[src/rtl/velocity_update_pkg.sv]
// -----------------------------------------------------------------------------
// velocity_update_pkg
// Shared definitions for the velocity update sequencer:
//   COMP_W / DATA_W   : signed Q16.16 component width and packed {z,y,x} width
//   DT_M_DEFAULT      : default dt/m constant (Q16.16)
//   DT_SHIFT_DEFAULT  : default right arithmetic shift applied to each product
//   vu_state_e        : sequencer FSM state encoding
// Optional feature macro used by the block: VELOCITY_SAT_EN.
// -----------------------------------------------------------------------------
package velocity_update_pkg;

    localparam int COMP_W = 32;
    localparam int DATA_W = 3 * COMP_W;

    localparam logic signed [31:0] DT_M_DEFAULT     = 32'sh0000_8000;
    localparam int                 DT_SHIFT_DEFAULT = 16;

    typedef enum logic [3:0] {
        IDLE     = 4'd0,
        RD_CNT   = 4'd1,
        WAIT_CNT = 4'd2,
        RD_VEL   = 4'd3,
        WAIT_VEL = 4'd4,
        WAIT_F   = 4'd5,
        COMPUTE  = 4'd6,
        WRITE    = 4'd7,
        DONE     = 4'd8
    } vu_state_e;

endpackage

[src/rtl/velocity_axis_update.sv]
// -----------------------------------------------------------------------------
// velocity_axis_update
// Purely combinational single-component velocity update:
//   v_o = v_i + truncate((f_i * DT_M) >>> DT_SHIFT)
// Ports:
//   v_i  in  COMP_WIDTH  current velocity component (signed Q16.16)
//   f_i  in  COMP_WIDTH  accumulated force component (signed Q16.16)
//   v_o  out COMP_WIDTH  updated velocity component
// Macro VELOCITY_SAT_EN: when defined the sum saturates to the signed range,
// otherwise it wraps modulo 2^COMP_WIDTH.
// -----------------------------------------------------------------------------
module velocity_axis_update
    import velocity_update_pkg::*;
#(
    parameter int                            COMP_WIDTH = COMP_W,
    parameter logic signed [COMP_WIDTH-1:0]  DT_M       = DT_M_DEFAULT,
    parameter int                            DT_SHIFT   = DT_SHIFT_DEFAULT
) (
    input  logic signed [COMP_WIDTH-1:0] v_i,
    input  logic signed [COMP_WIDTH-1:0] f_i,
    output logic signed [COMP_WIDTH-1:0] v_o
);

`ifdef VELOCITY_SAT_EN
    localparam logic signed [COMP_WIDTH-1:0] SAT_MAX = {1'b0, {(COMP_WIDTH-1){1'b1}}};
    localparam logic signed [COMP_WIDTH-1:0] SAT_MIN = {1'b1, {(COMP_WIDTH-1){1'b0}}};

    // One guard bit is enough: the sum of two W-bit signed values fits in W+1.
    function automatic logic signed [COMP_WIDTH-1:0] sat_add(
        input logic signed [COMP_WIDTH-1:0] a,
        input logic signed [COMP_WIDTH-1:0] b
    );
        logic signed [COMP_WIDTH:0] s;
        s = {a[COMP_WIDTH-1], a} + {b[COMP_WIDTH-1], b};
        if (s[COMP_WIDTH] != s[COMP_WIDTH-1]) begin
            sat_add = s[COMP_WIDTH] ? SAT_MIN : SAT_MAX;
        end else begin
            sat_add = s[COMP_WIDTH-1:0];
        end
    endfunction
`endif

    logic signed [2*COMP_WIDTH-1:0] prod;
    logic signed [COMP_WIDTH-1:0]   scaled;

    always_comb begin
        // Both operands are sign-extended to the full product width first.
        prod   = (2*COMP_WIDTH)'(f_i) * (2*COMP_WIDTH)'(DT_M);
        scaled = COMP_WIDTH'(prod >>> DT_SHIFT);
`ifdef VELOCITY_SAT_EN
        v_o    = sat_add(v_i, scaled);
`else
        v_o    = v_i + scaled;
`endif
    end

endmodule

[src/rtl/velocity_update_ctrl.sv]
// -----------------------------------------------------------------------------
// velocity_update_ctrl
// Per-cell motion-update sequencer driving the single port of the cell's
// velocity memory. One pass: read the particle count at address 0, then for
// each particle 1..count read {vz,vy,vx}, accept its force word over
// force_valid/force_ready, compute v' = v + ((f*DT_M) >>> DT_SHIFT) per
// component and write v' back to the same address.
// Ports:
//   clk, rst        clock, asynchronous active-high reset
//   start           one-cycle pulse, begins a pass (ignored unless IDLE)
//   force_valid/_ready/_data   force word handshake, {fz,fy,fx}
//   mem_address/_data/_rden/_wren, mem_q   velocity memory port
//                   (mem_q valid one cycle after mem_rden)
//   busy            high in every state except IDLE
//   done            one-cycle pulse at the end of a pass
//   particle_count  count latched from address 0, clamped to PARTICLE_NUM-1
// Macro VELOCITY_SAT_EN: saturating component sums (default build wraps).
// -----------------------------------------------------------------------------
module velocity_update_ctrl
    import velocity_update_pkg::*;
#(
    parameter int                           DATA_WIDTH   = DATA_W,
    parameter int                           COMP_WIDTH   = COMP_W,
    parameter int                           ADDR_WIDTH   = 8,
    parameter int                           PARTICLE_NUM = 220,
    parameter logic signed [COMP_WIDTH-1:0] DT_M         = DT_M_DEFAULT,
    parameter int                           DT_SHIFT     = DT_SHIFT_DEFAULT
) (
    input  logic                  clk,
    input  logic                  rst,
    input  logic                  start,
    input  logic                  force_valid,
    output logic                  force_ready,
    input  logic [DATA_WIDTH-1:0] force_data,
    output logic [ADDR_WIDTH-1:0] mem_address,
    output logic [DATA_WIDTH-1:0] mem_data,
    output logic                  mem_rden,
    output logic                  mem_wren,
    input  logic [DATA_WIDTH-1:0] mem_q,
    output logic                  busy,
    output logic                  done,
    output logic [ADDR_WIDTH-1:0] particle_count
);

    localparam logic [ADDR_WIDTH-1:0] MAX_IDX = ADDR_WIDTH'(PARTICLE_NUM - 1);

    vu_state_e             state_q;
    logic [ADDR_WIDTH-1:0] idx_q;
    logic [ADDR_WIDTH-1:0] count_q;
    logic [DATA_WIDTH-1:0] vel_q;
    logic [DATA_WIDTH-1:0] force_q;
    logic [DATA_WIDTH-1:0] mem_data_q;
    logic [ADDR_WIDTH-1:0] mem_address_q;
    logic                  mem_rden_q;
    logic                  mem_wren_q;
    logic                  force_ready_q;
    logic                  busy_q;
    logic                  done_q;

    logic [ADDR_WIDTH-1:0] count_d;
    logic [ADDR_WIDTH-1:0] idx_inc_d;
    logic [DATA_WIDTH-1:0] vnew_d;

    // Count field from address 0, clamped so idx never leaves the memory.
    assign count_d   = (mem_q[ADDR_WIDTH-1:0] > MAX_IDX) ? MAX_IDX : mem_q[ADDR_WIDTH-1:0];
    assign idx_inc_d = idx_q + 1'b1;

    for (genvar g = 0; g < 3; g++) begin : g_axis
        velocity_axis_update #(
            .COMP_WIDTH (COMP_WIDTH),
            .DT_M       (DT_M),
            .DT_SHIFT   (DT_SHIFT)
        ) u_axis (
            .v_i (vel_q  [g*COMP_WIDTH +: COMP_WIDTH]),
            .f_i (force_q[g*COMP_WIDTH +: COMP_WIDTH]),
            .v_o (vnew_d [g*COMP_WIDTH +: COMP_WIDTH])
        );
    end

    // All outputs are registered: each one is set on the transition into the
    // state in which it must be visible.
    always_ff @(posedge clk or posedge rst) begin
        if (rst) begin
            state_q       <= IDLE;
            idx_q         <= '0;
            count_q       <= '0;
            vel_q         <= '0;
            force_q       <= '0;
            mem_data_q    <= '0;
            mem_address_q <= '0;
            mem_rden_q    <= 1'b0;
            mem_wren_q    <= 1'b0;
            force_ready_q <= 1'b0;
            busy_q        <= 1'b0;
            done_q        <= 1'b0;
        end else begin
            mem_rden_q    <= 1'b0;
            mem_wren_q    <= 1'b0;
            force_ready_q <= 1'b0;
            done_q        <= 1'b0;
            case (state_q)
                IDLE: begin
                    if (start) begin
                        state_q       <= RD_CNT;
                        mem_address_q <= '0;
                        mem_rden_q    <= 1'b1;
                        busy_q        <= 1'b1;
                    end
                end
                RD_CNT: begin
                    state_q <= WAIT_CNT;
                end
                WAIT_CNT: begin
                    count_q <= count_d;
                    if (count_d == '0) begin
                        state_q <= DONE;
                        done_q  <= 1'b1;
                    end else begin
                        state_q       <= RD_VEL;
                        idx_q         <= ADDR_WIDTH'(1);
                        mem_address_q <= ADDR_WIDTH'(1);
                        mem_rden_q    <= 1'b1;
                    end
                end
                RD_VEL: begin
                    state_q <= WAIT_VEL;
                end
                WAIT_VEL: begin
                    vel_q         <= mem_q;
                    state_q       <= WAIT_F;
                    force_ready_q <= 1'b1;
                end
                WAIT_F: begin
                    if (force_valid && force_ready_q) begin
                        force_q <= force_data;
                        state_q <= COMPUTE;
                    end else begin
                        force_ready_q <= 1'b1;
                    end
                end
                // ---- stage boundary: v' registered into the write-data port
                COMPUTE: begin
                    mem_data_q    <= vnew_d;
                    mem_address_q <= idx_q;
                    mem_wren_q    <= 1'b1;
                    state_q       <= WRITE;
                end
                WRITE: begin
                    if (idx_q == count_q) begin
                        state_q <= DONE;
                        done_q  <= 1'b1;
                    end else begin
                        idx_q         <= idx_inc_d;
                        mem_address_q <= idx_inc_d;
                        mem_rden_q    <= 1'b1;
                        state_q       <= RD_VEL;
                    end
                end
                DONE: begin
                    state_q <= IDLE;
                    busy_q  <= 1'b0;
                end
                default: begin
                    state_q <= IDLE;
                    busy_q  <= 1'b0;
                end
            endcase
        end
    end

    assign force_ready    = force_ready_q;
    assign mem_address    = mem_address_q;
    assign mem_data       = mem_data_q;
    assign mem_rden       = mem_rden_q;
    assign mem_wren       = mem_wren_q;
    assign busy           = busy_q;
    assign done           = done_q;
    assign particle_count = count_q;

endmodule

[config.mk]
export PLATFORM = sky130hd
export DESIGN_NAME = velocity_update_ctrl
export DESIGN_NICKNAME = d
export VERILOG_FILES = /design/src/rtl/velocity_update_pkg.sv /design/src/rtl/velocity_axis_update.sv /design/src/rtl/velocity_update_ctrl.sv
export SDC_FILE = /design/constraint.sdc
export NUM_CORES = 1
export LEC_CHECK = 0
export CORE_MARGIN = 2
export CORE_UTILIZATION = 35
export CTS_CLUSTER_SIZE = 8
export DETAILED_ROUTE_END_ITERATION = 12
export DONT_BUFFER_PORTS = 1
export HOLD_SLACK_MARGIN = 0.02
export MAX_ROUTING_LAYER = met4
export SKIP_LAST_GASP = 1
export SLEW_MARGIN = 20
export SYNTH_ARGS = -nofsm -noshare
export SYNTH_HDL_FRONTEND = slang
export SYNTH_SLANG_ARGS = --single-unit
[constraint.sdc]
create_clock -name clk -period 14.31 [get_ports clk]
set_input_delay 2.862 -clock clk [delete_from_list [all_inputs] [get_ports clk]]
set_output_delay 2.862 -clock clk [all_outputs]
set_load 0.02 [all_outputs]
## Word level (Yosys, flattened, before mapping)

Index checks and enable logic that the tools add are counted.

| word-level totals | value |
|---|---|
| bits in registers | 321 |
| input bits | 196 |
| output and inout port bits | 117 |
| word-level logic and storage cells | 64 |

| operators by class | value |
|---|---|
| $add $sub $neg | 4 |
| magnitude comparators | 1 |
| equality and inequality tests | 12 |
| muxes and demuxes | 23 |
| bitwise gates (word level) | 1 |
| reductions and logical operators | 11 |

Operators by type and width:

| operator | count |
|---|---|
| adder 32 x 31 -> 32 bit | 3 |
| two-way mux 8 bit | 4 |
| case mux 4 bit (8 select lines) | 1 |
| case mux 8 bit (4 select lines) | 1 |
| equality test 4 x 3 -> 1 bit (second input constant) | 4 |
| two-way mux 4 bit | 4 |
| case mux 8 bit (2 select lines) | 1 |
| adder 8 x 1 -> 8 bit (second input constant) | 1 |
| equality test 4 x 2 -> 1 bit (second input constant) | 2 |
| equality test 8 bit | 1 |
| greater-than comparator 8 bit (second input constant) | 1 |
| zero test 8 bit | 1 |
| two-way mux 1 bit | 8 |
| != test 2 bit (second input constant) | 4 |
| OR reduction 7 bit | 1 |
| case mux 1 bit (2 select lines) | 3 |
| AND reduction 2 bit | 3 |
| equality test 4 x 1 -> 1 bit (second input constant) | 1 |
| zero test 4 bit | 1 |
| AND reduction 4 bit | 1 |
| nonzero test 4 bit | 1 |
| case mux 1 bit (3 select lines) | 1 |
| AND reduction 3 bit | 1 |
| nonzero test 2 bit | 1 |
| 2 further kinds | 2 |

## Depth between registers and ports, before layout

Gate-level depths: netlist (run 1).

| depth | value |
|---|---|
| depth in word-level cells | 5 |
| depth in mapped cells | 10 |
| gate-level depth less buffers | 10 |

## Cells and area by module

Synthesis (run 1) repeated with hierarchy kept, for this count alone.

| second synthesis, totals | value |
|---|---|
| cells, all modules | 1477 |
| area, all modules | 17586.9 um^2 |

Modules (own cells, without submodules):

| module | instances | cells an instance | area each (um^2) | sequential area each (um^2) |
|---|---|---|---|---|
| velocity_update_ctrl | 1 | 793 | 12599.6 | 8032.7 |
| velocity_axis_update at g_axis[0].u_axis ... | 2 | 241 | 1744.2 | 0.0 |
| velocity_axis_update at g_axis[2].u_axis | 1 | 202 | 1498.9 | 0.0 |

## Least setup slack after synthesis (run 1)

Ideal clock, no wire load.

| timing | value |
|---|---|
| path type | input to register |
| start | in mem_q[4] |
| end | reg mem_address_q[1], in the netlist mem_address[1] |
| setup time | 0.125 ns |
| arrival time | 4.501 ns |
| required time | 14.185 ns |
| slack | 9.684 ns |
| cell stages on the path | 8 |
| path buffers | 1 |
| cell sequence | a31oi_1 > nor2_2 > nor2_1 > and3_1 > a21o_1 > buf_2 > nor4_4 > mux2_2 |

| between the ends | value |
|---|---|
| word-level cells in the longest chain between the ends | 5 |

RTL lines:

| item | RTL line | source |
|---|---|---|
| start, declared | velocity_update_ctrl.sv:39 | `input logic [DATA_WIDTH-1:0] mem_q,` |
| greater-than comparator 8 bit | velocity_update_ctrl.sv:65 | `assign count_d = (mem_q[ADDR_WIDTH-1:0] > MAX_IDX) ? MAX_IDX : mem_q[ADDR_WIDTH-1:0];` |
| two-way mux 8 bit (*) | velocity_update_ctrl.sv:65 |  |
| zero test 8 bit (*) | velocity_update_ctrl.sv:115 | `if (count_d == '0) begin` |
| != test 2 bit (no source line) (*) | n/a |  |
| AND reduction 4 bit (no source line) (*) | n/a |  |
| end signal, assigned | velocity_update_ctrl.sv:144 | `mem_address_q <= idx_q;` |
| end signal, assigned | velocity_update_ctrl.sv:154 | `mem_address_q <= idx_inc_d;` |
| end, declared | velocity_update_ctrl.sv:53 | `logic [ADDR_WIDTH-1:0] mem_address_q;` |

Mark *: on every way between the ends. The rest lies on a longest branch, timed or not.
A chain may end at the register's enable or synchronous reset.

==> results.sh, run 1 <==
export IMPL_finalSetupViolations=0
export IMPL_drt_iter0_drc=775
export IMPL_final_min_clock_period_ps=4430
export IMPL_critPathMaxFanout=115
export IMPL_synth_fp_nets=1904
export IMPL_postRouteAntennaNets=0
export IMPL_irDropWorstVdd_uv=121
export IMPL_cp_end_kind="asynchronous set/reset pin"
export IMPL_fin_crit_sh_pct=30.9
export IMPL_hold_buffers=0
export IMPL_arrival_ps=5020
export IMPL_cts_sinks=318
export IMPL_slew_violations=0
export IMPL_via_per_inst=5.43
export IMPL_synth_seq_area_share_pct=46.7
export IMPL_finish_utilization_pct=39.5
export IMPL_p_sw_share_pct=42.4
export IMPL_crit_buf_inv=3
export IMPL_vias=12200
export IMPL_cts_root_buffer="clkbuf_16"
export IMPL_h_tree_depth=2
export IMPL_final_layout_size_suffix_gt1_share_pct=17.6
export IMPL_p_seq_share_pct=36.0
export IMPL_nFillCells=4710
export IMPL_synth_avg_cell_area_sq_um=10.6
export IMPL_grt_pass1_vias=12300
export IMPL_wl_per_cell_microns=20.3
export IMPL_critPathKind="primary input to asynchronous set/reset pin"
export IMPL_cp_cell_sequence="inv_8 -> buf_4 -> buf_4"
export IMPL_synthesis_area_sq_mm=0.0170
export IMPL_crit_path_top_delay_cell="buf_4"
export IMPL_place_congestion=0.862
export IMPL_rsz0062_at_grt="no"
export IMPL_worst_setup_path_start_kind="primary input"
export IMPL_floorplan_die_area_sq_mm=0.0505
export IMPL_crit_required_ps=14900
export IMPL_io_pins=313
export IMPL_p_sw_mw=2.12
export IMPL_grt_max_degree=116
export IMPL_firstDrtPassIters=7
export IMPL_area_growth_synth_to_final_pct=11.0
export IMPL_grt_overflow=0
export IMPL_async_flop_share_pct=100
export IMPL_critPathMostFrequentCell="buf_4"
export IMPL_cts_made_buffers=46
export IMPL_setup_tns_ps=0
export IMPL_clk_path_buf_depth=3
export IMPL_ys_warn_count=0
export IMPL_worstHoldStart="vel_q[51]"
export IMPL_fp_row_count=80
export IMPL_relSlewSlack_pct=33.3
export IMPL_worstMarginPinSlew_ps=1000
export IMPL_totalWireLength_microns=45500
export IMPL_leakagePower_nw=8.56
export IMPL_io_buffers=0
export IMPL_synth_seq_cells=318
export IMPL_crit_start="rst"
export IMPL_finClkSkew_ps=14.8
export IMPL_p_int_mw=2.88
export IMPL_cts_resized=0
export IMPL_clkPwrFrac_pct=19.6
export IMPL_dieWidth_microns=225
export IMPL_netlist_instances=1611
export IMPL_synth_distinct_cells=70
export IMPL_core_area_sq_mm=0.0479
export IMPL_combPwrFrac_pct=44.4
export IMPL_dp_hpwl_microns=33100
export IMPL_cpLargestDelayFamily="buffers and inverters"
export IMPL_die_h_microns=225
export IMPL_antenna_found_initial=27
export IMPL_cts_tree="done"
export IMPL_synth_edf_count=0
export IMPL_outcome="finished clean"
export IMPL_drcViolationCount=0
export IMPL_clk_latency_ps=560
export IMPL_start_util_pct=35.5
export IMPL_post_cts_setup_buffers=0
export IMPL_grt_usage_pct=18.3
export IMPL_grt_pass1_wl_microns=69600
export IMPL_max_freq_mhz=226
export IMPL_r2r_start="state_q[3]"
export IMPL_finalNetCount=1886
export IMPL_max_stage_delay_ps=820
export IMPL_finalHoldViolations=0
export IMPL_synth_ff_type="dfrtp_1"
export IMPL_hold_path_class="flop to flop"
export IMPL_power_density_mw_per_mm2=265
export IMPL_drv_cap=0
export IMPL_clk_pin_slew_ps=50
==> cell type report <==
cell class | count | area [sq um] | area share, %
multi-input combinational | 1196 | 8710 | 46.0
sequential | 318 | 7960 | 42.1
clock buffer | 53 | 1240 | 6.56
tap | 615 | 769 | 4.07
inverter | 21 | 86.3 | 0.456
timing repair buffer | 10 | 75.1 | 0.397
antenna | 28 | 70.1 | 0.370
clock inverter | 2 | 10.0 | 0.0529
==> sequential cells by signal, indices dropped and copies added, names as in the netlist <==
| name | cells |
|---|---|
| mem_data | 96 |
| busy | 1 |
| done | 1 |
| force_q | 93 |
| mem_wren | 1 |
| force_ready | 1 |
| mem_rden | 1 |
| mem_address | 8 |
| vel_q | 96 |
| idx_q | 8 |
| particle_count | 8 |
| state_q | 4 |
==> layer usage <==
metal / wire, microns / share of wire, % / track usage (%)
met1: 19000 / 42 / 21.9
met5: 0 / 0 / -
met4: 1870 / 4.1 / 9.36
met3: 3820 / 8.4 / 6.01
met2: 20800 / 46 / 27.6
==> cells in the mapped netlist, types with 8 or more instances <==
cell type	count	area (sq um)
nand2_1	178	668
o21a_1	20	150
o21ai_0	133	666
a211oi_1	14	105
o21ai_1	9	45.0
ha_1	94	1180
and3_1	18	113
and2_1	8	50.1
nor2_1	85	319
xnor2_1	46	403
buf_2	20	100
mux2_2	199	2240
a21oi_1	88	440
nor3_1	30	150
xor2_1	44	385
inv_1	21	78.8
clkbuf_1	51	191
nand4_1	23	144
dfrtp_1	318	7960
a31oi_1	12	75.1
o21bai_1	12	90.1
a21o_1	47	353
nand2b_1	14	87.6
nand3_1	21	105
o31ai_1	14	105
o211ai_1	10	75.1
==> kinds of logic after synthesis <==
group                    count (synthesis)  synth area share (%)
AO/OA/AOI/OAI                          404                  15.1
XOR/XNOR                                90                  4.63
adder cells (fa/ha/maj)                 97                  7.25
buffers and inverters                   97                  2.29
flip-flops                             318                  46.7
multiplexers                           200                  13.2
AND/OR/NAND/NOR                        405                  10.8
==> final timing paths <==
check,to,slack [ps],cells after the start
max,mem_data[78],9880,3
min,vel_q[51],510,1
max reg2reg,mem_data[89],11010,7
min reg2reg,vel_q[51],510,1
max in group clk,mem_address[5],9910,7
min in group asynchronous,vel_q[49],2270,1
==> power groups by stage <==
| stage | sequential [mW] | clock, mW | combinational, mW |
|---|---|---|---|
| final | 1.80 | 0.980 | 2.22 |
| after global routing | 1.86 | 1.05 | 2.50 |
| after CTS | 1.81 | 1.02 | 2.23 |
| after detailed placement | 1.82 | 0 | 2.21 |
| after global placement | 1.82 | 0 | 2.16 |
| after floorplan | 1.66 | 0 | 1.82 |
==> metrics by stage <==
stage	cells	area (sq um)	total power, mW	hold slack (ps)	setup slack [ps]
after detailed placement	2160	17600	4.04	501	9090
after CTS	2215	18800	5.06	511	9710
after global routing	2241	18900	5.41	527	9430
after floorplan	1611	17000	3.49	485	2650
final	2243	18900	5.01	506	9880
after global placement	2160	17600	3.98	495	9150
==> cell usage in the layout, fill, tap and decap left out, types with 18 or more instances in the layout <==
master	count
a21o_1	47
a21oi_1	88
and3_1	18
clkbuf_16	49
dfrtp_1	318
diode_2	28
ha_1	94
inv_1	20
mux2_2	199
nand2_1	178
nand3_1	21
nand4_1	23
nor2_1	85
nor3_1	29
o21a_1	20
o21ai_0	133
xnor2_1	46
xor2_1	44
No activity file was read; power rests on OpenSTA's default activity.
==> run 2: changes to the inputs <==
clock period = 4.27 ns   (was 14.31 ns; I/O delays follow)
==> run 2 against run 1 <==
Net effect:
- worst hold slack worse by 330 ps
- clock-buffer cell count up 1
- register-to-register slack worse by 10000 ps
- largest cell class unchanged
- critical path type is now flop to flop
- highest routed layer unchanged
- non-clock buffer count up 2
- critical path depth up 7
- sequential cell count unchanged
- via count up 0.25%
- cell area up 0.15%
==> results.sh, run 2 (synthesized netlist as in run 1, its figures left out) <==
export IMPL_arrival_ps=3720
export IMPL_combPwrFrac_pct=44.6
export IMPL_grt_pass1_wl_microns=70700
export IMPL_max_stage_delay_ps=440
export IMPL_whs_ps=177
export IMPL_clk_path_buf_depth=3
export IMPL_worst_r2r_cell_count=10
export IMPL_area_growth_synth_to_final_pct=11.2
export IMPL_final_cell_mix="318 x dfrtp_1, 199 x mux2_2, 178 x nand2_1, 133 x o21ai_0, 94 x ha_1"
export IMPL_postRouteAntennaNets=0
export IMPL_post_cts_setup_buffers=0
export IMPL_antenna_found_initial=27
export IMPL_r2r_slack_ps=990
export IMPL_finish_utilization_pct=39.5
export IMPL_fp_row_count=80
export IMPL_cts_root_buffer="clkbuf_16"
export IMPL_grt_overflow=0
export IMPL_floorplan_die_area_sq_mm=0.0505
export IMPL_io_pins=313
export IMPL_firstDrtPassIters=7
export IMPL_finalSetupViolations=0
export IMPL_power_density_mw_per_mm2=886
export IMPL_crit_path_top_delay_cell="fa_1"
export IMPL_p_sw_share_pct=42.4
export IMPL_h_tree_depth=2
export IMPL_critPathMostFrequentCell="o21ai_0"
export IMPL_slew_violations=0
export IMPL_max_freq_mhz=305
export IMPL_crit_required_ps=4710
export IMPL_grt_usage_pct=18.4
export IMPL_finalHoldViolations=0
export IMPL_finClkSkew_ps=10.4
export IMPL_place_congestion=0.865
export IMPL_core_area_sq_mm=0.0479
export IMPL_cp_cell_sequence="ha_1 -> fa_1 -> a211oi_1 -> o21bai_1 -> a211o_1 -> o21ai_0 -> a21boi_0 -> o21ai_0 -> nand3_1 -> a31o_2"
export IMPL_final_layout_size_suffix_gt1_share_pct=17.7
export IMPL_setup_tns_ps=0
export IMPL_nFillCells=4572
export IMPL_dp_hpwl_microns=33100
export IMPL_cts_tree="done"
export IMPL_die_h_microns=225
export IMPL_worstMarginPinSlew_ps=937
export IMPL_power_mw=16.8
export IMPL_r2r_start="force_q[1]"
export IMPL_rsz0062_at_grt="no"
export IMPL_relSlewSlack_pct=37.5
export IMPL_worst_setup_path_start_kind="flop"
export IMPL_outcome="finished clean"
export IMPL_irDropWorstVdd_uv=444
export IMPL_critPathMaxFanout=4
export IMPL_via_per_inst=5.44
export IMPL_cts_sinks=318
export IMPL_grt_pass1_vias=12300
export IMPL_fin_crit_sh_pct=76.9
export IMPL_dieWidth_microns=225
export IMPL_final_min_clock_period_ps=3280
export IMPL_p_seq_share_pct=36.0
export IMPL_totalWireLength_microns=45300
export IMPL_reg2reg_to="mem_data[24]"
export IMPL_pre_cts_ws_ps=1050
export IMPL_leakagePower_nw=8.58
export IMPL_vias=12200
export IMPL_final_common_cell="dfrtp_1"
export IMPL_wl_per_cell_microns=20.2
export IMPL_drv_cap=0
export IMPL_clk_pin_slew_ps=50
export IMPL_hold_path_class="primary input to asynchronous set/reset pin"
export IMPL_hold_buffers=0
export IMPL_p_int_mw=9.67
export IMPL_grt_max_degree=181
export IMPL_drcViolationCount=0
export IMPL_cts_resized=0
export IMPL_cp_end_kind="flop"
export IMPL_clkPwrFrac_pct=19.4
export IMPL_cts_made_buffers=46
export IMPL_critPathKind="flop to flop"
export IMPL_drt_iter0_drc=641
export IMPL_io_buffers=0
export IMPL_clk_latency_ps=550
export IMPL_p_sw_mw=7.11
export IMPL_setup_ws_ps=988
export IMPL_finalNetCount=1888
export IMPL_start_util_pct=35.5
## run 2: changes by cell type in the layout (fill, tap and decap cells not counted)
cell	previous run	this run
clkbuf_16	49	47
inv_6	0	1
buf_4	10	9
diode_2	28	24
inv_8	1	0
buf_12	0	3
clkinv_2	2	0
clkinvlp_4	0	1
clkbuf_8	0	3
## run 2: routing by layer
metal	wire length [microns]	GRT usage (%)	vias to the layer above
li1	-	-	5782
met1	19100	22.2	5979
met2	21300	28.3	356
met3	3400	6.02	84
met4	1490	7.52	0
met5	0	-	-
## run 2: final cells by class
cell class              count  area (sq um)  share of cell area (%)
flip-flops and latches    318          7960                    42.0
clock buffers              54          1230                    6.50
well taps                 615           769                    4.06
clock inverters             1          8.76                  0.0462
multi-input cells        1196          8710                    46.0
diodes                     24          60.1                   0.317
inverters                  21          82.6                   0.436
repair buffers             12           128                   0.674
## run 2: worst max-delay path: cells and delay by family (launching register included)
kind / cells / cell delay (ps)
flops: 1 / 380
fa+ha+maj: 2 / 680
compound gates: 7 / 2010
simple gates: 1 / 120
## run 2: per-stage QoR
stage,instance area (sq um),std cells
CTS,18900,2217
detailed placement,17600,2162
floorplan,17000,1611
finish,18900,2241
global placement,17600,2162
global route,18900,2241
## run 2: how the worst max path moves through the flow
stage                 from           end  slack, ps  cells past startpoint
2_1_floorplan          rst          busy       -820                      1
3_3_place_gp   force_q[33]  mem_data[62]       1090                     10
3_5_place_dp    force_q[1]  mem_data[30]       1050                     10
4_1_cts        force_q[33]  mem_data[62]        990                     10
5_1_grt         force_q[1]  mem_data[30]        800                     10
6_report        force_q[1]  mem_data[24]        990                     10
## run 2: power by group through the flow
stage	Combinational (mW)	Clock [mW]	Sequential, mW
2_1_floorplan	6.11	0	5.58
3_3_place_gp	7.27	0	6.08
3_5_place_dp	7.44	0	6.12
4_1_cts	7.49	3.38	6.08
5_1_grt	8.43	3.49	6.23
6_report	7.48	3.25	6.04
==> patch 1 (flow settings as in run 2) <==
Build with the macro `VELOCITY_SAT_EN` defined.
--- a/src/rtl/velocity_axis_update.sv
+++ b/src/rtl/velocity_axis_update.sv
@@ -11,2 +11,4 @@
 // -----------------------------------------------------------------------------
+`define VELOCITY_SAT_EN
+
 module velocity_axis_update
Check against the original RTL: not equivalent (a bounded check fails within 10 cycles, from zero or initial values and one cycle with rst high).
==> patch 1 against run 2 <==
Power rose by 15%. Setup slack got worse by 0.52 ns. Sequential cell count stayed put. Largest power group unchanged. Sequential power hardly changed. Via count up 4.3%. Routed wire length is 2.3% higher. First-iteration DRC count rose by 0.16%. Cell area is 4.6% higher. Synthesized area grew 4.5%.
==> patch 1: results (changes against run 2) <==
- The count of flip-flops with a built-in enable after synthesis was 0 (unchanged).
- After synthesis, the cell types taking the most area are dfrtp_1 45%, mux2_2 12%, ha_1 6.8%.
* DP HPWL: 34.4 mm (+3.9%)
- The share of flip-flops with an asynchronous set or reset is 100% (unchanged).
- The endpoint arrival time on the critical path was 4.21 ns (+0.49 ns).
- The fraction of final layout cells with drive strength greater than 1 came to 19.1% (+1.5 points).
* DP Cell Count: 2,326 (+7.6%)
- VDD IR max: 0.462 mV (+3.9%)
* Final Wtd Congestion: 0.888 (+2.6%)
* Pin count of the biggest net entering global routing: 145 (-20%)
- The post-CTS clock slew at the launch and capture registers of the worst setup and hold paths was 0.05 ns (about the same).
- Static power due to leakage: 8.98 nW (+4.7%)
* Type of the tightest min-delay check: in2async
- The global router's overall resource usage is 18.0% (-0.35 points).
- The average wire length per cell after detail routing was 19.4 um (-3.9%).
- Area share of xor/xnor cells in the synthesized design: 4.67% (+0.040 points)
- The first-pass detailed-route iteration total was 5 (-2).
- Source-to-sink clock delay at the later pin of the worst-skew pair: 0.56 ns
- By count the netlist is led by 318 x dfrtp_1, 190 x mux2_2, 187 x nand2_1.
- CTS Buf Count: 46 (unchanged)
* Predominant post-synthesis flop cell: dfrtp_1
- CTS placed an instance of clkbuf_16 at the clock tree root.
- The worst setup slack after placement was 0.514 ns (-0.534 ns).
* Share of the yosys chip area belonging to registers: 44.7% (-2.0 points)
* Wire length of the first global-routing pass: 73.9 mm (+4.5%)
- The worst-case clock skew is 0.0155 ns (+0.00512 ns).
- The net count after synthesis came to 2,003 (+5.2%).
- Mux share of post-synthesis cell area: 12.1% (-1.1 points)
* CP Max Fanout: 24 (+20)
* IO Port Bufs: 0 (unchanged)
- The synthesized-area fraction occupied by ao, oa, aoi and oai cells was 15.9% (+0.77 points).
- Number of vias after detailed routing: 12,700 (+4.3%)
* Fill cells: 4,887 (+6.9%)
* Fin cells: 2,386 (+6.5%)
- Actual slew at the worst max-slew pin: 1.01 ns (+0.0702 ns)
* DRC violation total after the first TritonRoute iteration: 642 (+0.16%)
* Status: finished clean
- Fraction of the mapped netlist area in adder cells: 9.35% (+2.1 points)
* Number of H-tree levels: 2 (unchanged)
* Synth unique cells: 81 (+16%)
* Yosys warnings: 0 (unchanged)
- Post-CTS repair timing setup buffer count: 0 (unchanged)
- The cell area reported after detailed placement was 18,600 um^2 (+5.1%).
- The number of cells upsized or downsized after cts came to 0 (unchanged).
* Antenna violations before repair: 7 (-74%)
- The mean instance size in the synthesized netlist is 10.4 um^2 (-1.4%).
- The maximum clock insertion buffer count was 3 (unchanged).
==> patch 1: cell types whose count changed after synthesis, moves of 9 or more <==
cell      delta
nor2_1      +22
nand2b_1    +11
buf_2       -14
nand4_1     -11
o21a_1       -9
o21ai_1     +49
a21oi_1     +13
maj3_1      +11
o21ai_0     -19
mux2_2       -9
maj3_2      +25
nor3_1      -18
nand2_1      +9
==> patch 1: layout make-up <==
type                    count  area (um^2)  area share, %
diodes                      6         15.0         0.0757
clock buffers              52         1250           6.29
clock inverters             2         10.0         0.0505
inverters                  30          116          0.587
multi-input cells        1286         9430           47.5
flip-flops and latches    318         7960           40.1
well taps                 672          841           4.24
repair buffers             20          213           1.07
==> patch 1: path summary, 6_finish.rpt <==
| kind | endpoint | from | cells past startpoint | slack [ns] |
|---|---|---|---|---|
| worst max-delay path | mem_data[2] | vel_q[0] | 14 | 0.47 |
| worst min-delay path | force_q[1] | rst | 1 | 0.36 |
| worst max register to register | mem_data[2] | vel_q[0] | 14 | 0.47 |
| worst min register to register | vel_q[32] | vel_q[32] | 1 | 0.51 |
| max in group asynchronous | force_q[54] | rst | 2 | 2.92 |
| min in group clk | particle_count[7] | mem_q[7] | 2 | 0.41 |
==> patch 1: cells by family (layout without fill, tap and decap cells) <==
logic type | after synthesis | after routing
AOI/OAI and AO/OA | 444 | 444
and+or+nand+nor | 420 | 420
DFF | 318 | 318
muxes | 192 | 192
adders and majority gates | 136 | 136
buffers and inverters | 103 | 104
xor gates and xnor gates | 94 | 94
other | 0 | 6
==> patch 1: worst max-delay path, stage by stage (launching register included) <==
cell	delay, ns
dfrtp_1	0.40
ha_1	0.23
inv_1	0.09
fa_1	0.20
nand2b_1	0.18
a21oi_1	0.08
buf_4	0.15
o21a_1	0.23
a211o_2	0.36
o311ai_2	0.32
and2_4	0.23
o31a_1	0.45
nand2_2	0.14
nand2_2	0.41
o21ai_0	0.19
==> patch 1: through the flow <==
step / util (%) / setup TNS, ns
after floorplan: - / -261.66
after global placement: 37.0 / 0
after detailed placement: 37.0 / 0
after CTS: 39.5 / 0
after global routing: 39.5 / 0
final: 39.5 / 0
==> patch 1: per-layer routing <==
metal,global-route usage (%),vias up,routed length (um)
met3,4.07,68,2530
met5,-,-,0
met4,5.32,0,1040
met2,28.5,297,22000
li1,-,6109,-
met1,23.1,6257,20800
==> patch 1: power by group <==
group | total [mW] | switching (mW) | internal [mW]
Clock | 3.30 | 1.29 | 2.02
Sequential | 6.06 | 1.71 | 4.35
Combinational | 9.93 | 5.58 | 4.35
==> patch 2 (settings of run 2) <==
Made on the original files. Encoding of `vu_state_e`: now one-hot (9 bits for 9 states).
--- a/src/rtl/velocity_update_pkg.sv
+++ b/src/rtl/velocity_update_pkg.sv
@@ -17,12 +17,12 @@
 
-    typedef enum logic [3:0] {
-        IDLE     = 4'd0,
-        RD_CNT   = 4'd1,
-        WAIT_CNT = 4'd2,
-        RD_VEL   = 4'd3,
-        WAIT_VEL = 4'd4,
-        WAIT_F   = 4'd5,
-        COMPUTE  = 4'd6,
-        WRITE    = 4'd7,
-        DONE     = 4'd8
+    typedef enum logic [8:0] {
+        IDLE     = 9'b000000001,
+        RD_CNT   = 9'b000000010,
+        WAIT_CNT = 9'b000000100,
+        RD_VEL   = 9'b000001000,
+        WAIT_VEL = 9'b000010000,
+        WAIT_F   = 9'b000100000,
+        COMPUTE  = 9'b001000000,
+        WRITE    = 9'b010000000,
+        DONE     = 9'b100000000
     } vu_state_e;
Check against the original RTL: no difference found for any inputs over 4 cycles, from zero or initial values and one cycle with rst high; so few cycles prove little.
==> patch 2 against run 2 <==
Synthesized area is 0.19% lower. Setup slack better by 0.042 ns. Cell area hardly changed. Via count is 3.0% lower. Highest routed layer unchanged. Critical endpoint is now mem_data[94]. Core utilization is 0.075 points higher. Sequential cell count is 5 higher. Routed wire length is 3.2% lower.
Power is not compared: it rests on default switching activity, and its combinational part moved more than twofold at a synthesized area within 25%.
==> patch 2: results (changes against run 2) <==
* Final non-clock buffer share: 0.740% (+0.066 points)
- Synth unique cells: 80 (+14%)
* Crit-path leading delay family: compound AO/OA/AOI/OAI gates
- In the post-synthesis netlist, the biggest area contributors are dfrtp_1 47%, mux2_2 12%, ha_1 6.9%.
* Total area of multi-input combinational cells: 8540 um^2 (-1.9%)
- The sum of net half-perimeters after detailed placement is 32.3 mm (-2.6%).
- Clkbuf count: 62 (+15%)
* Wire length of the first global-routing pass: 69.4 mm (-1.8%)
- The clock buffer and inverter area fraction after layout is 6.78% (+0.23 points).
* Share of the yosys chip area belonging to registers: 47.5% (+0.83 points)
- The xor and xnor fraction of the mapped netlist area came to 4.94% (+0.32 points).
* Worst Path Arrival: 3.65 ns (-0.07 ns)
- The number of fill cells is 4,672 (+2.2%).
* Launch instance of the worst register-to-register path: force_q[65]
- The fraction of final layout cells with drive strength greater than 1 came to 17.5% (-0.18 points).
- Cell area reported after detailed placement: 17,600 um^2 (about the same)
- Wire per inst: 19.9 um (-1.6%)
* FF+latch count, synth: 323 (+1.6%)
- Non-clock inverters: 28 (+33%)
- The via count is 11,800 (-3.0%).
- The first-pass detailed-route iteration total is 5 (-2).
- The number of antenna diodes was 6 (-75%).
* Critical path's slowest cell: o41ai_2
* Worst path max stage delay: 0.52 ns (+0.08 ns)
- The DRC marker count from the first detailed-route iteration came to 604 (-5.8%).
- Dividing total power by cell area gives a power density of 393 nW/um^2.
* Resized cells post-CTS: 0 (unchanged)
- The net count after synthesis came to 1,873 (-1.6%).
- The portion of netlist area occupied by mux cells is 12.7% (-0.47 points).
- The share of the final layout cell area in sequential cells is 42.7% (+0.68 points).
* Source-to-sink clock delay at the later pin of the worst-skew pair: 0.57 ns (+0.02 ns)
- The worst-case clock skew is 0.0238 ns (+0.0134 ns).
- The number of multi-input combinational cells is 1,159 (-3.1%).
- Fraction of the mapped netlist area in adder cells: 7.27% (+0.014 points)
- The global router's overall resource usage is 17.9% (-0.46 points).
- From synthesis to final layout, the design area changed by 11.4%.
- In the synthesized netlist, the cells that appear most often are 322 x dfrtp_1, 186 x mux2_2, 186 x nand2_1.
- Status: finished clean
- Antenna violations before repair: 5 (-81%)
* Final Wtd Congestion: 0.904 (+4.5%)
- The worst slew margin relative to its limit is 44.5% (+6.9 points).
- The synthesized-area fraction occupied by ao, oa, aoi and oai cells was 15.8% (+0.65 points).
==> patch 2: metal layers <==
metal  up-vias  track usage, %  wire length [um]
met1      5777            22.2             19200
met3        81            4.69              2630
li1       5694               -                 -
met5         -               -                 0
met2       287            28.2             20600
met4         0            6.84              1440
==> patch 2: path summary, 6_finish.rpt <==
kind / cells past startpoint / to / slack (ns)
worst max-delay path: 11 / mem_data[94] / 1.03
min in group clk: 1 / state_q[0] / 0.36
max in group asynchronous: 2 / mem_data[11] / 2.97
worst max register to register: 11 / mem_data[94] / 1.03
worst min-delay path: 1 / vel_q[34] / 0.28
worst min register to register: 1 / force_q[1] / 0.50
==> patch 2: cells by family (layout without fill, tap and decap cells) <==
family,Yosys count,in the layout
AOI/OAI and AO/OA,422,422
and+or+nand+nor,351,351
DFF,323,323
muxes,193,193
buffers and inverters,98,102
adders and majority gates,97,97
xor gates and xnor gates,96,96
other,0,6
==> patch 2: per-stage QoR <==
| step | hold slack (ns) | power (mW) | setup slack (ns) | TNS [ns] | instances |
|---|---|---|---|---|---|
| 3_3_place_gp | 0.480 | 4.10 | 1.07 | 0 | 2137 |
| 5_1_grt | 0.316 | 7.76 | 0.868 | 0 | 2204 |
| 2_1_floorplan | 0.454 | 3.96 | -0.892 | -287.21 | 1580 |
| 4_1_cts | 0.263 | 7.55 | 1.05 | 0 | 2199 |
| 6_report | 0.278 | 7.44 | 1.03 | 0 | 2205 |
| 3_5_place_dp | 0.487 | 4.13 | 1.11 | 0 | 2137 |
==> patch 2: power groups by stage <==
stage / clock network, mW / logic [mW] / registers [mW]
final: 3.37 / 0.594 / 3.48
after global routing: 3.58 / 0.675 / 3.50
after CTS: 3.47 / 0.599 / 3.48
after detailed placement: 0 / 0.595 / 3.53
after global placement: 0 / 0.578 / 3.52
after floorplan: 0 / 0.503 / 3.46
